<file path="src/rtl/fetch_unit.sv">
// rtl/fetch_unit.sv - instruction fetch stage with one-entry stall buffer
// Drives the I-cache request and presents one IF/ID load pulse per delivered word.
module fetch_unit #(
  parameter logic [31:0] PC_INIT = 32'h00000000
) (
  input  logic        CLK,
  input  logic        nRST,
  input  logic        ihit,
  input  logic [31:0] imemload,
  output logic        imemREN,
  output logic [31:0] imemaddr,
  input  logic        stall,
  input  logic        redirect,
  input  logic [31:0] redirect_addr,
  input  logic        halt,
  output logic [31:0] instr_out,
  output logic [31:0] pc_4_out,
  output logic        fetch_valid,
  output logic [31:0] fetch_count
);

  typedef enum logic [1:0] {FETCH, HOLD, HALTED} state_t;

  state_t      state_q, state_d;
  logic [31:0] pc_q, pc_d;
  logic [31:0] instr_q, instr_d;
  logic [31:0] pc4_q, pc4_d;
  logic        valid_q, valid_d;
  logic [31:0] count_q, count_d;
  logic [31:0] buf_q, buf_d;
  logic [31:0] pc_plus4;
  logic [31:0] redirect_pc;

  assign pc_plus4    = pc_q + 32'd4;
  assign redirect_pc = {redirect_addr[31:2], 2'b00};

  assign imemREN     = (state_q == FETCH);
  assign imemaddr    = pc_q;
  assign instr_out   = instr_q;
  assign pc_4_out    = pc4_q;
  assign fetch_valid = valid_q;
  assign fetch_count = count_q;

  always_comb begin
    state_d = state_q;
    pc_d    = pc_q;
    instr_d = instr_q;
    pc4_d   = pc4_q;
    valid_d = 1'b0;
    count_d = count_q;
    buf_d   = buf_q;

    if (halt) begin
      state_d = HALTED;
      buf_d   = 32'd0;
    end else begin
      case (state_q)
        FETCH: begin
          if (redirect) begin
            pc_d = redirect_pc;
          end else if (ihit) begin
            pc_d = pc_plus4;
            if (stall) begin
              buf_d   = imemload;
              state_d = HOLD;
            end else begin
              instr_d = imemload;
              pc4_d   = pc_plus4;
              valid_d = 1'b1;
              count_d = count_q + 32'd1;
            end
          end
        end
        HOLD: begin
          // PC already advanced past the buffered word, so it is that word's PC+4.
          if (redirect) begin
            pc_d    = redirect_pc;
            buf_d   = 32'd0;
            state_d = FETCH;
          end else if (!stall) begin
            instr_d = buf_q;
            pc4_d   = pc_q;
            valid_d = 1'b1;
            count_d = count_q + 32'd1;
            buf_d   = 32'd0;
            state_d = FETCH;
          end
        end
        HALTED: state_d = HALTED;
        default: state_d = FETCH;
      endcase
    end
  end

  always_ff @(posedge CLK or negedge nRST) begin
    if (!nRST) begin
      state_q <= FETCH;
      pc_q    <= PC_INIT;
      instr_q <= 32'd0;
      pc4_q   <= 32'd0;
      valid_q <= 1'b0;
      count_q <= 32'd0;
      buf_q   <= 32'd0;
    end else begin
      state_q <= state_d;
      pc_q    <= pc_d;
      instr_q <= instr_d;
      pc4_q   <= pc4_d;
      valid_q <= valid_d;
      count_q <= count_d;
      buf_q   <= buf_d;
    end
  end

endmodule
</file>
<file path="config.mk">
export PLATFORM = sky130hd
export DESIGN_NAME = fetch_unit
export DESIGN_NICKNAME = d
export VERILOG_FILES = /design/src/rtl/fetch_unit.sv
export SDC_FILE = /design/constraint.sdc
export NUM_CORES = 1
export LEC_CHECK = 0
export CAP_MARGIN = 20
export CORE_UTILIZATION = 53
export CTS_CLUSTER_DIAMETER = 40
export CTS_CLUSTER_SIZE = 8
export DETAILED_ROUTE_END_ITERATION = 7
export PLACE_DENSITY = 0.86
export SLEW_MARGIN = 20
export SYNTH_ARGS = -nofsm -noshare
export SYNTH_HDL_FRONTEND = slang
export SYNTH_SLANG_ARGS = --single-unit
</file>
<file path="constraint.sdc">
create_clock -name CLK -period 5.65 [get_ports CLK]
set_input_delay 0.565 -clock CLK [delete_from_list [all_inputs] [get_ports CLK]]
set_output_delay 0.565 -clock CLK [all_outputs]
set_load 0.1 [all_outputs]
</file>
# Word-level counts from Yosys, hierarchy flattened

Index checks and enable logic that the tools add are counted.

Output and inout port bits: 130
Word-level logic and storage cells: 72
Register bits after elaboration: 163

Bitwise logic cells: 1
Reductions and logical operators: 8
Mux-type cells: 41
Equality and inequality tests: 13
Add/sub/neg operators: 2

Operators by type and width:

| operator                                                              | number |
|---|---|
| 32-bit 2-to-1 mux                                                     | 23 |
| 32-bit one-hot mux with 2 select lines                                | 5 |
| 32-bit by 1-bit adder with 32-bit output, second input constant       | 1 |
| 32-bit by 3-bit adder with 32-bit output, second input constant       | 1 |
| 2-bit 2-to-1 mux                                                      | 6 |
| 2-bit != test, second input constant                                  | 6 |
| 5-bit AND reduction                                                   | 2 |
| 3-bit by 2-bit != test with 1-bit output, second input constant       | 3 |
| 4-bit AND reduction                                                   | 2 |
| 7-bit AND reduction                                                   | 1 |
| 2-bit one-hot mux with 3 select lines                                 | 1 |
| 1-bit 2-to-1 mux                                                      | 5 |
| 4-bit != test, second input constant                                  | 1 |
| 3-bit by 1-bit != test with 1-bit output, second input constant       | 1 |
| 3-bit nonzero test                                                    | 1 |
| 2-bit by 1-bit equality test with 1-bit output, second input constant | 1 |
| 2-bit equality test, second input constant                            | 1 |
| 2-bit zero test                                                       | 1 |
| 1-bit one-hot mux with 2 select lines                                 | 1 |
| 2-bit nonzero test                                                    | 1 |
| 1-bit NOT                                                             | 1 |

# Depth between registers and ports, before layout

Gate-level depths: netlist (run 1).

Depth in word-level cells: 5
Mapped depth: 8

# Worst setup path after synthesis (run 1)

OpenSTA, ideal clock, no wires.

Path type: register to register
Start: register pc_q[2], in the netlist imemaddr[2]
End: register pc_q[28], in the netlist imemaddr[28]
Buffers on the path: 1
Library setup time: 0.094 ns
Setup slack: 2.668 ns
Stages on the path, launching flop included: 7
Arrival: 2.888 ns
Cells stage by stage: dfrtp_1 -> ha_1 -> nand4_1 -> or4_1 -> buf_2 -> or4_1 -> a211oi_1

Word-level cells in the longest chain between the ends: 4

RTL lines:

| element                                  | line | source |
|---|---|---|
| start: declaration                       | 25   | `logic [31:0] pc_q, pc_d;` |
| start signal: assignment                 | 106  | `pc_q <= pc_d;` |
| 32-bit by 3-bit adder with 32-bit output | 34   | `assign pc_plus4 = pc_q + 32'd4;` |
| 32-bit 2-to-1 mux                        | 61   | `end else if (ihit) begin` |
| 32-bit 2-to-1 mux                        | 59   | `if (redirect) begin` |
| 32-bit one-hot mux with 2 select lines   | 57   | `case (state_q)` |

Every way passes these cells. The select of a mux whose other input is x is not followed.
A chain may end at the register's enable or synchronous reset.

# Worst setup path in the final report (run 1)

Start: input port redirect
End: register instr_q[27], in the netlist instr_out[27]

Word-level cells in the longest chain between the ends: 2

RTL lines:

| element                                  | line | source |
|---|---|---|
| start: declaration                       | 13   | `input logic redirect,` |
| 2-bit != test (no source line)           | --   |  |
| 7-bit AND reduction (no source line) (*) | --   |  |
| end signal: assignment                   | 107  | `instr_q <= instr_d;` |
| end: declaration                         | 26   | `logic [31:0] instr_q, instr_d;` |

Every way passes the cells marked *; elsewhere a longest branch is shown, timed or not.

==> results of run 1 <==
-- layout by cell type (no fill, tap or decap), types with 8 or more instances in the layout --
cell	synthesis	final
nand3_1	28	28
clkbuf_16	0	17
nor3_1	32	32
inv_1	14	14
o21ai_0	26	26
or4_1	16	16
nand4_1	25	25
a211oi_1	8	8
nor4_1	23	23
xnor2_1	19	19
a22o_1	32	32
a21oi_1	12	10
and4_1	9	9
dfrtp_1	159	159
buf_4	4	12
nand2_1	111	111
or3_1	10	10
nor2_1	73	71
a31oi_1	53	53
o31ai_1	12	12
xor2_1	24	24
clkdlybuf4s50_1	0	192
and3_1	10	10
-- critical path: cells and delay by family --
kind	cells	cell delay, ns
compound gates	1	0.17
buf+inv	6	2.36
simple gates	2	0.21
-- per-stage QoR --
step                utilization, %  setup WS, ns  instances  power [mW]  area, µm²
CTS                           72.6          2.65       1197        2.83      10500
floorplan                        -          2.67        843        1.44       7870
detailed placement            68.2          2.22       1165        1.58       9870
global placement              68.2          2.30       1165        1.57       9870
global route                  72.6          2.39       1197        2.90      10500
finish                        72.6          2.65       1197        2.81      10500
-- state kept, by name (all words and copies together) (netlist names) --
signal / count
buf_q: 32
fetch_count: 32
fetch_valid: 1
imemaddr: 30
instr_out: 32
pc_4_out: 30
state_q: 2
-- worst paths after layout --
check / start / to / slack (ns) / cells after the start
max: redirect / instr_out[27] / 2.65 / 9
min: nRST / fetch_count[24] / 0.25 / 1
max reg2reg: imemaddr[2] / imemaddr[28] / 2.65 / 5
min reg2reg: fetch_count[31] / fetch_count[31] / 0.47 / 1
max in group asynchronous: nRST / pc_4_out[29] / 4.23 / 2
min in group CLK: fetch_count[31] / fetch_count[31] / 0.47 / 1
-- final cells by class --
type	instances	area share [%]
clock inverter	14	2.05
timing repair buffer	205	19.3
tap	184	2.19
inverter	16	0.571
clock buffer	18	4.08
multi-input combinational	601	34.0
sequential	159	37.8
-- kinds of logic (layout without fill, tap and decap cells) --
group	count (synthesis)	after routing	synth area share [%]
and+or+nand+nor	355	355	22.1
xor gates and xnor gates	43	43	4.79
DFF	159	159	50.6
adders and majority gates	2	2	0.318
muxes	3	3	0.398
buffers and inverters	83	253	4.24
other	1	4	0.0477
AOI/OAI and AO/OA	194	194	17.5
-- metal layers --
layer  GRT usage [%]  share of wire (%)  vias to the layer above
met5               0                  0                        -
met4            14.2                3.2                        0
met3            6.64                8.7                       56
met2            46.4                 47                      406
met1            41.6                 41                     3604
li1                -                  -                     3420
-- synth_stat cells (all sizes together), types with 4 or more instances --
library cell,number
o32ai,6
nor2,73
or3,10
xor2,24
and3,10
a31oi,53
and2,5
buf,18
nor3,32
o211ai,4
o311ai,4
a32oi,5
a21oi,12
o21ai,28
o31ai,12
o2bb2ai,6
a22oi,5
nand2,111
a211oi,8
nand3,28
xnor2,19
nor4,23
or4,16
dfrtp,159
a22o,32
clkbuf,49
inv,16
nand4,25
and4,9
-- power by group through the flow --
stage / sequential [mW] / clock, mW / combinational [mW]
floorplan: 1.36 / 0 / 0.0783
global placement: 1.21 / 0 / 0.366
detailed placement: 1.21 / 0 / 0.369
CTS: 1.19 / 1.27 / 0.370
global route: 1.19 / 1.32 / 0.388
finish: 1.19 / 1.26 / 0.369
==> flow_metrics.tcl, run 1 <==
set metrics [dict create \
    outcome "finished clean" \
    grt_overflow_total 0 \
    switching_share_pct 27.1 \
    synth_flop_cell "dfrtp_1" \
    clkSinkCount 159 \
    clock_skew_ns 0.00688 \
    dp_hpwl_um 15100 \
    p_seq_share_pct 42.2 \
    n_antenna_cell 0 \
    synthArstFlopShare_pct 100 \
    timing.setup.tns_ns 0 \
    multiInputGateArea_mm2 0.00358 \
    yosysTopAreaCell "dfrtp_1" \
    post-route-drc-count 0 \
    vias 7486 \
    cts_tree "done" \
    fin_crit_ns 3.00 \
    hold_viol 0 \
    combPwrFrac_pct 13.1 \
    ys_seq_area_share_pct 50.6 \
    grt.total_usage_pct 30.5 \
    synth.avg_cell_area_um2 9.35 \
    timing.final.crit_share_pct 53.1 \
    io_buffers 193 \
    switchingPower_uw 762 \
    seqCellArea_mm2 0.00398 \
    slowest_delay_ns 0.60 \
    cts_buffer_depth 2 \
    die_w_um 124 \
    grt_pass1_wl_um 35700 \
    synth-seq-cells 159 \
    p_leak_nw 4.41 \
    clkPwrFrac_pct 44.6 \
    crit_path_end_kind "register" \
    worst_path_max_delay_cell "inv_2" \
    hold_slack_ns 0.251 \
    start_kind "primary input" \
    globalplace.congestion 0.932 \
    num_rows 44 \
    first_pass_iters 6 \
    ios 200 \
    relSlewSlack_pct 28.8 \
    intPower_mw 2.05 \
    synth_area_mm2 0.00786 \
    rsz0062_at_grt "no" \
    pwr_density_cell_mw_per_mm2 267 \
    numCtsBuffers 17 \
    setup_viol 0 \
    crit_top_cell "buf_4" \
    crit_type "primary input to register" \
    synth_cell_types 57 \
    grt_pass1_vias 6872 \
    worstMarginPinSlew_ns 1.06 \
    antenna_found_initial 0 \
    min_path_type "primary input to async pin" \
    cts_setup_buffers 0 \
    die_h_um 124 \
    drive_above_1_share_pct 5.43 \
    final.fill_count 1038 \
    crit_required_ns 5.99 \
    grt_max_degree 113 \
    drt_iter0_markers 959 \
    fin_nets 1072 \
    core_mm2 0.0145 \
    wl_per_cell_um 19.0 \
    drtAntennaViolNets 0 \
    cts.repair.resized 0 \
    max_freq_mhz 333 \
    h-tree-depth 4 \
    path_cells "clkdlybuf4s50_1, buf_4, inv_2, nand4_1, buf_4, inv_2, buf_4, nor2_1, a31oi_1" \
    synth-edff-count 0 \
    routed_wirelength_um 22700 \
    yosysWarnings 0 \
    crit_fanout 55 \
    clk_pin_slew_worst_paths_ns 0.06 \
    synthTopCellsByArea "dfrtp_1 51%, nand2_1 5.3%, a31oi_1 4.2%" \
    clk_latency_ns 0.43 \
    synth_top_area_share_pct 50.6 \
    initial_utilization_pct 54.3 \
    hold_buffers 0 \
    synthToLayoutAreaGrowth_pct 33.9 \
    dieArea_mm2 0.0153 \
    maxCapViolations 0 \
    via_per_inst 6.25 \
    cts_root_buf "clkbuf_16" \
    cp.arrival_ns 3.34 \
    peakVddDrop_mv 0.198 \
    synthCells 840 \
    drv_slew 0 \
]
Power figures use the tool's default switching activity.
==> inputs of run 2 (changes only) <==
CORE_UTILIZATION = 45   (was 53)
PLACE_DENSITY = 0.77   (was 0.86)
clock period = 2.7 ns   (was 5.65 ns; I/O delays follow)
==> flow_metrics.tcl, run 2 (same netlist as run 1, synthesis figures left out) <==
set metrics [dict create \
    clkSinkCount 159 \
    antenna_found_initial 0 \
    reg2reg_slack_ns 0.17 \
    peakVddDrop_mv 0.429 \
    dp_hpwl_um 16400 \
    drive_above_1_share_pct 20.2 \
    timing.setup.tns_ns 0 \
    hold_start "redirect_addr[3]" \
    worstMarginPinSlew_ns 0.741 \
    grt_pass1_vias 6990 \
    combPwrFrac_pct 13.8 \
    grt_overflow_total 0 \
    placed_area_mm2 0.00981 \
    drt_iter0_markers 584 \
    drtAntennaViolNets 0 \
    layout_common_cells "152 x buf_4, 150 x dfrtp_1, 111 x nand2_1, 71 x nor2_1, 66 x clkdlybuf4s50_1" \
    clock_skew_ns 0.0108 \
    routed_wirelength_um 23400 \
    post-route-drc-count 0 \
    switchingPower_mw 1.60 \
    grt_max_degree 70 \
    core_mm2 0.0168 \
    vias 7485 \
    clk_latency_ns 0.42 \
    timing.final.crit_share_pct 93.6 \
    crit_type "register to register" \
    seqCellArea_mm2 0.00399 \
    clkPwrFrac_pct 42.0 \
    die_h_um 134 \
    design_area_mm2 0.0104 \
    drv_slew 0 \
    fin_crit_ns 2.53 \
    synthToLayoutAreaGrowth_pct 32.4 \
    initial_utilization_pct 46.7 \
    p_seq_share_pct 44.2 \
    switching_share_pct 28.5 \
    max_freq_mhz 396 \
    cts_setup_buffers 0 \
    h-tree-depth 4 \
    final_common_cell "buf_4" \
    rsz0062_at_grt "no" \
    crit_fanout 6 \
    hold_path_end "imemaddr[3]" \
    hold_viol 0 \
    clk_pin_slew_worst_paths_ns 0.07 \
    pwr_density_cell_mw_per_mm2 541 \
    numCtsBuffers 17 \
    rr_endpoint "imemaddr[28]" \
    cts_buffer_depth 2 \
    setup_viol 0 \
    p_leak_nw 4.69 \
    cts_root_buf "clkbuf_16" \
    ios 200 \
    intPower_mw 4.02 \
    cp.arrival_ns 2.84 \
    min_path_type "primary input to register" \
    fin_nets 1091 \
    maxCapViolations 0 \
    wl_per_cell_um 18.7 \
    r2r_cells 5 \
    grt.total_usage_pct 26.7 \
    grt_pass1_wl_um 37700 \
    io_buffers 193 \
    first_pass_iters 5 \
    relSlewSlack_pct 50.5 \
    n_antenna_cell 0 \
    outcome "finished clean" \
    finalPower_mw 5.63 \
    globalplace.congestion 0.930 \
    crit_path_end_kind "register" \
    start_kind "register" \
    dieArea_mm2 0.0180 \
    final.fill_count 1464 \
    die_w_um 134 \
    via_per_inst 5.98 \
    crit_required_ns 3.01 \
    holdPathStages 3 \
    multiInputGateArea_mm2 0.00359 \
    num_rows 47 \
    cts_tree "done" \
    regToRegStartpoint "imemaddr[2]" \
]
-- run 2: cell count changes in the layout (fill, tap and decap cells not counted), moves of 3 or more --
| cell | change |
|---|---|
| buf_4 | +140 |
| clkdlybuf4s50_1 | -126 |
| dfrtp_1 | -9 |
| dfrtp_2 | +9 |
| buf_12 | +4 |
| bufinv_16 | -4 |
| clkbuf_8 | +3 |
-- run 2: power groups by stage --
stage / Sequential (mW) / Clock (mW) / Combinational, mW
2_1_floorplan: 2.84 / 0 / 0.164
3_3_place_gp: 2.53 / 0 / 0.773
3_5_place_dp: 2.53 / 0 / 0.777
4_1_cts: 2.48 / 2.41 / 0.779
5_1_grt: 2.49 / 2.52 / 0.817
6_report: 2.49 / 2.37 / 0.776
-- run 2: per-layer routing --
layer | wire [µm] | vias up | GRT usage, %
li1 | - | 3450 | -
met1 | 10300 | 3636 | 37.9
met2 | 10600 | 358 | 40.3
met3 | 2010 | 41 | 5.71
met4 | 544 | 0 | 10.0
met5 | 0 | - | 0
-- run 2: worst max-delay path by stage --
stage / startpoint / depth (start not counted) / to
6_report: imemaddr[2] / 5 / imemaddr[28]
5_1_grt: imemaddr[2] / 5 / imemaddr[28]
4_1_cts: imemaddr[2] / 5 / imemaddr[28]
3_5_place_dp: redirect / 5 / fetch_count[17]
3_3_place_gp: redirect / 4 / imemaddr[13]
2_1_floorplan: imemaddr[6] / 5 / imemaddr[28]
-- run 2: layout make-up --
type / instances / area share (%)
multi-input cells: 601 / 34.5
clock inverters: 10 / 0.987
well taps: 220 / 2.65
clock buffers: 21 / 4.62
flip-flops and latches: 159 / 38.4
inverters: 16 / 0.590
repair buffers: 224 / 18.3
-- run 2: critical path: stages (launching register included) --
cell	delay, ns
dfrtp_2	0.42
ha_1	0.28
nand4_1	0.15
or4_1	0.67
or4_1	0.59
a211oi_1	0.30
-- run 2: metrics by stage --
| stage | std cells | setup WS [ns] | util, % | hold WS (ns) |
|---|---|---|---|---|
| after floorplan | 843 | 0.0161 | - | -0.0256 |
| after global placement | 1219 | 0.265 | 58.3 | 0.324 |
| after detailed placement | 1219 | 0.248 | 58.3 | 0.318 |
| after CTS | 1251 | 0.196 | 61.8 | 0.397 |
| after global routing | 1251 | 0.0903 | 61.8 | 0.405 |
| final | 1251 | 0.173 | 61.8 | 0.405 |
-- run 2: timing repair --
action                                  4_1_cts  5_1_grt
endpoints found under the setup margin        0        0
gates resized for setup                       0        0
hold buffers                                  1        0
hold endpoints to repair                     67        0
==> inputs of run 3 (changes only) <==
CORE_ASPECT_RATIO = 1.5   (was default)
CORE_UTILIZATION = 53   (was 45)
PLACE_DENSITY = 0.86   (was 0.77)
clock period = 3.2 ns   (was 2.7 ns; I/O delays follow)
==> flow_metrics.tcl, run 3 (same netlist as run 1, synthesis figures left out) <==
set metrics [dict create \
    routed_wirelength_um 22800 \
    outcome "finished clean" \
    core_mm2 0.0145 \
    maxCapViolations 0 \
    grt_max_degree 82 \
    seqCellArea_mm2 0.00398 \
    grt.total_usage_pct 30.6 \
    dieArea_mm2 0.0153 \
    fin_nets 1080 \
    die_w_um 101 \
    via_per_inst 6.07 \
    io_buffers 193 \
    slowest_delay_ns 0.77 \
    wl_per_cell_um 18.8 \
    layout_common_cells "166 x clkdlybuf4s50_1, 159 x dfrtp_1, 111 x nand2_1, 71 x nor2_1, 53 x a31oi_1" \
    die_h_um 151 \
    timing.setup.tns_ns 0 \
    crit_type "register to register" \
    pwr_density_cell_mw_per_mm2 450 \
    clk_latency_ns 0.42 \
    globalplace.congestion 0.906 \
    drive_above_1_share_pct 8.52 \
    antenna_found_initial 1 \
    worstMarginPinSlew_ns 1.02 \
    initial_utilization_pct 54.1 \
    clock_skew_ns 0.00860 \
    timing.final.crit_share_pct 84.3 \
    synthToLayoutAreaGrowth_pct 33.3 \
    cts_tree "done" \
    peakVddDrop_mv 0.324 \
    fin_crit_ns 2.70 \
    grt_pass1_wl_um 36100 \
    crit_fanout 10 \
    relSlewSlack_pct 31.6 \
    clkSinkCount 159 \
    fin_util_pct 72.1 \
    crit_path_end_kind "register" \
    final.fill_count 1093 \
    hold_viol 0 \
    start_kind "register" \
    path_cells "ha_1, nand4_1, or4_1, or4_1, a211oi_1" \
    clk_pin_slew_worst_paths_ns 0.07 \
    vias 7399 \
    multiInputGateArea_mm2 0.00358 \
    grt_overflow_total 0 \
    placed_area_mm2 0.00990 \
    final_common_cell "clkdlybuf4s50_1" \
    layout.cells.non_filler 1218 \
    p_leak_nw 4.44 \
    first_pass_iters 5 \
    post-route-drc-count 0 \
    max_freq_mhz 371 \
    drtAntennaViolNets 0 \
    setup_ws_ns 0.501 \
    rsz0062_at_grt "no" \
    h-tree-depth 4 \
    cts_buffer_depth 2 \
    design_area_mm2 0.0105 \
    pre_cts_slack_ns 0.602 \
    drt_iter0_markers 593 \
    cp.arrival_ns 3.03 \
    dp_cells 1184 \
    grt_pass1_vias 7071 \
    drv_slew 0 \
    cts_root_buf "clkbuf_16" \
    setup_viol 0 \
    ios 200 \
    numCtsBuffers 17 \
    dp_hpwl_um 15400 \
    worst_path_max_delay_cell "or4_1" \
    crit_top_cell "or4_1" \
    min_path_type "primary input to async pin" \
    crit_required_ns 3.53 \
    num_rows 54 \
]
-- run 3: changes by cell type in the layout (fill, tap and decap cells not counted), sizes merged --
| cell | change |
|---|---|
| inv | +2 |
| buf | -111 |
| diode | +1 |
| clkinvlp | +1 |
| clkbuf | -2 |
| clkdlybuf4s50 | +100 |
-- run 3: final timing paths --
kind                       slack [ns]               to  cells after the start            start
setup / recovery                 0.50     imemaddr[28]                      5      imemaddr[2]
hold / removal                   0.45     instr_out[2]                      2             nRST
setup reg to reg                 0.50     imemaddr[28]                      5      imemaddr[2]
hold reg to reg                  0.47  fetch_count[31]                      1  fetch_count[31]
max in group asynchronous        1.72    instr_out[28]                      3             nRST
min in group CLK                 0.47  fetch_count[31]                      1  fetch_count[31]
-- run 3: metrics by stage --
stage	total power, mW	hold WS (ns)
3_5_place_dp	2.79	0.333
6_report	4.71	0.454
3_3_place_gp	2.78	0.335
4_1_cts	4.74	0.458
2_1_floorplan	2.54	0.0244
5_1_grt	4.86	0.494
-- run 3: report_power, final --
group	leakage [nW]	internal (mW)	total (mW)	switching (mW)
Sequential	2.14	2.05	2.10	0.0485
Clock	0.272	1.09	1.96	0.872
Combinational	2.04	0.191	0.657	0.467
Total	4.44	3.33	4.71	1.39
-- run 3: cell type report --
| class | instances | area share, % |
|---|---|---|
| antenna | 1 | 0.0239 |
| clock buffer | 19 | 4.13 |
| clock inverter | 13 | 1.24 |
| inverter | 16 | 0.585 |
| multi-input combinational | 601 | 34.2 |
| sequential | 159 | 38.0 |
| tap | 196 | 2.34 |
| timing repair buffer | 213 | 19.5 |
-- run 3: worst max-delay path, delay by kind of cell (launching register included) --
| family | cells | cell delay [ns] |
|---|---|---|
| and+or+nand+nor | 3 | 1.57 |
| DFF | 1 | 0.48 |
| adders and majority gates | 1 | 0.33 |
| AOI/OAI and AO/OA | 1 | 0.23 |
-- run 3: repair_timing --
action	in CTS	in global routing
setup buffers	0	0
hold buffers	1	0
setup endpoints to repair	0	0
endpoints found under the hold margin	60	0
gates resized for setup	0	0
-- run 3: layer usage --
layer,part of all wire (%),track usage (%),wire (µm)
met1,39,37.7,8920
met2,49,50.3,11300
met3,7.5,6.83,1710
met4,4.1,15.5,946
met5,0,0,0
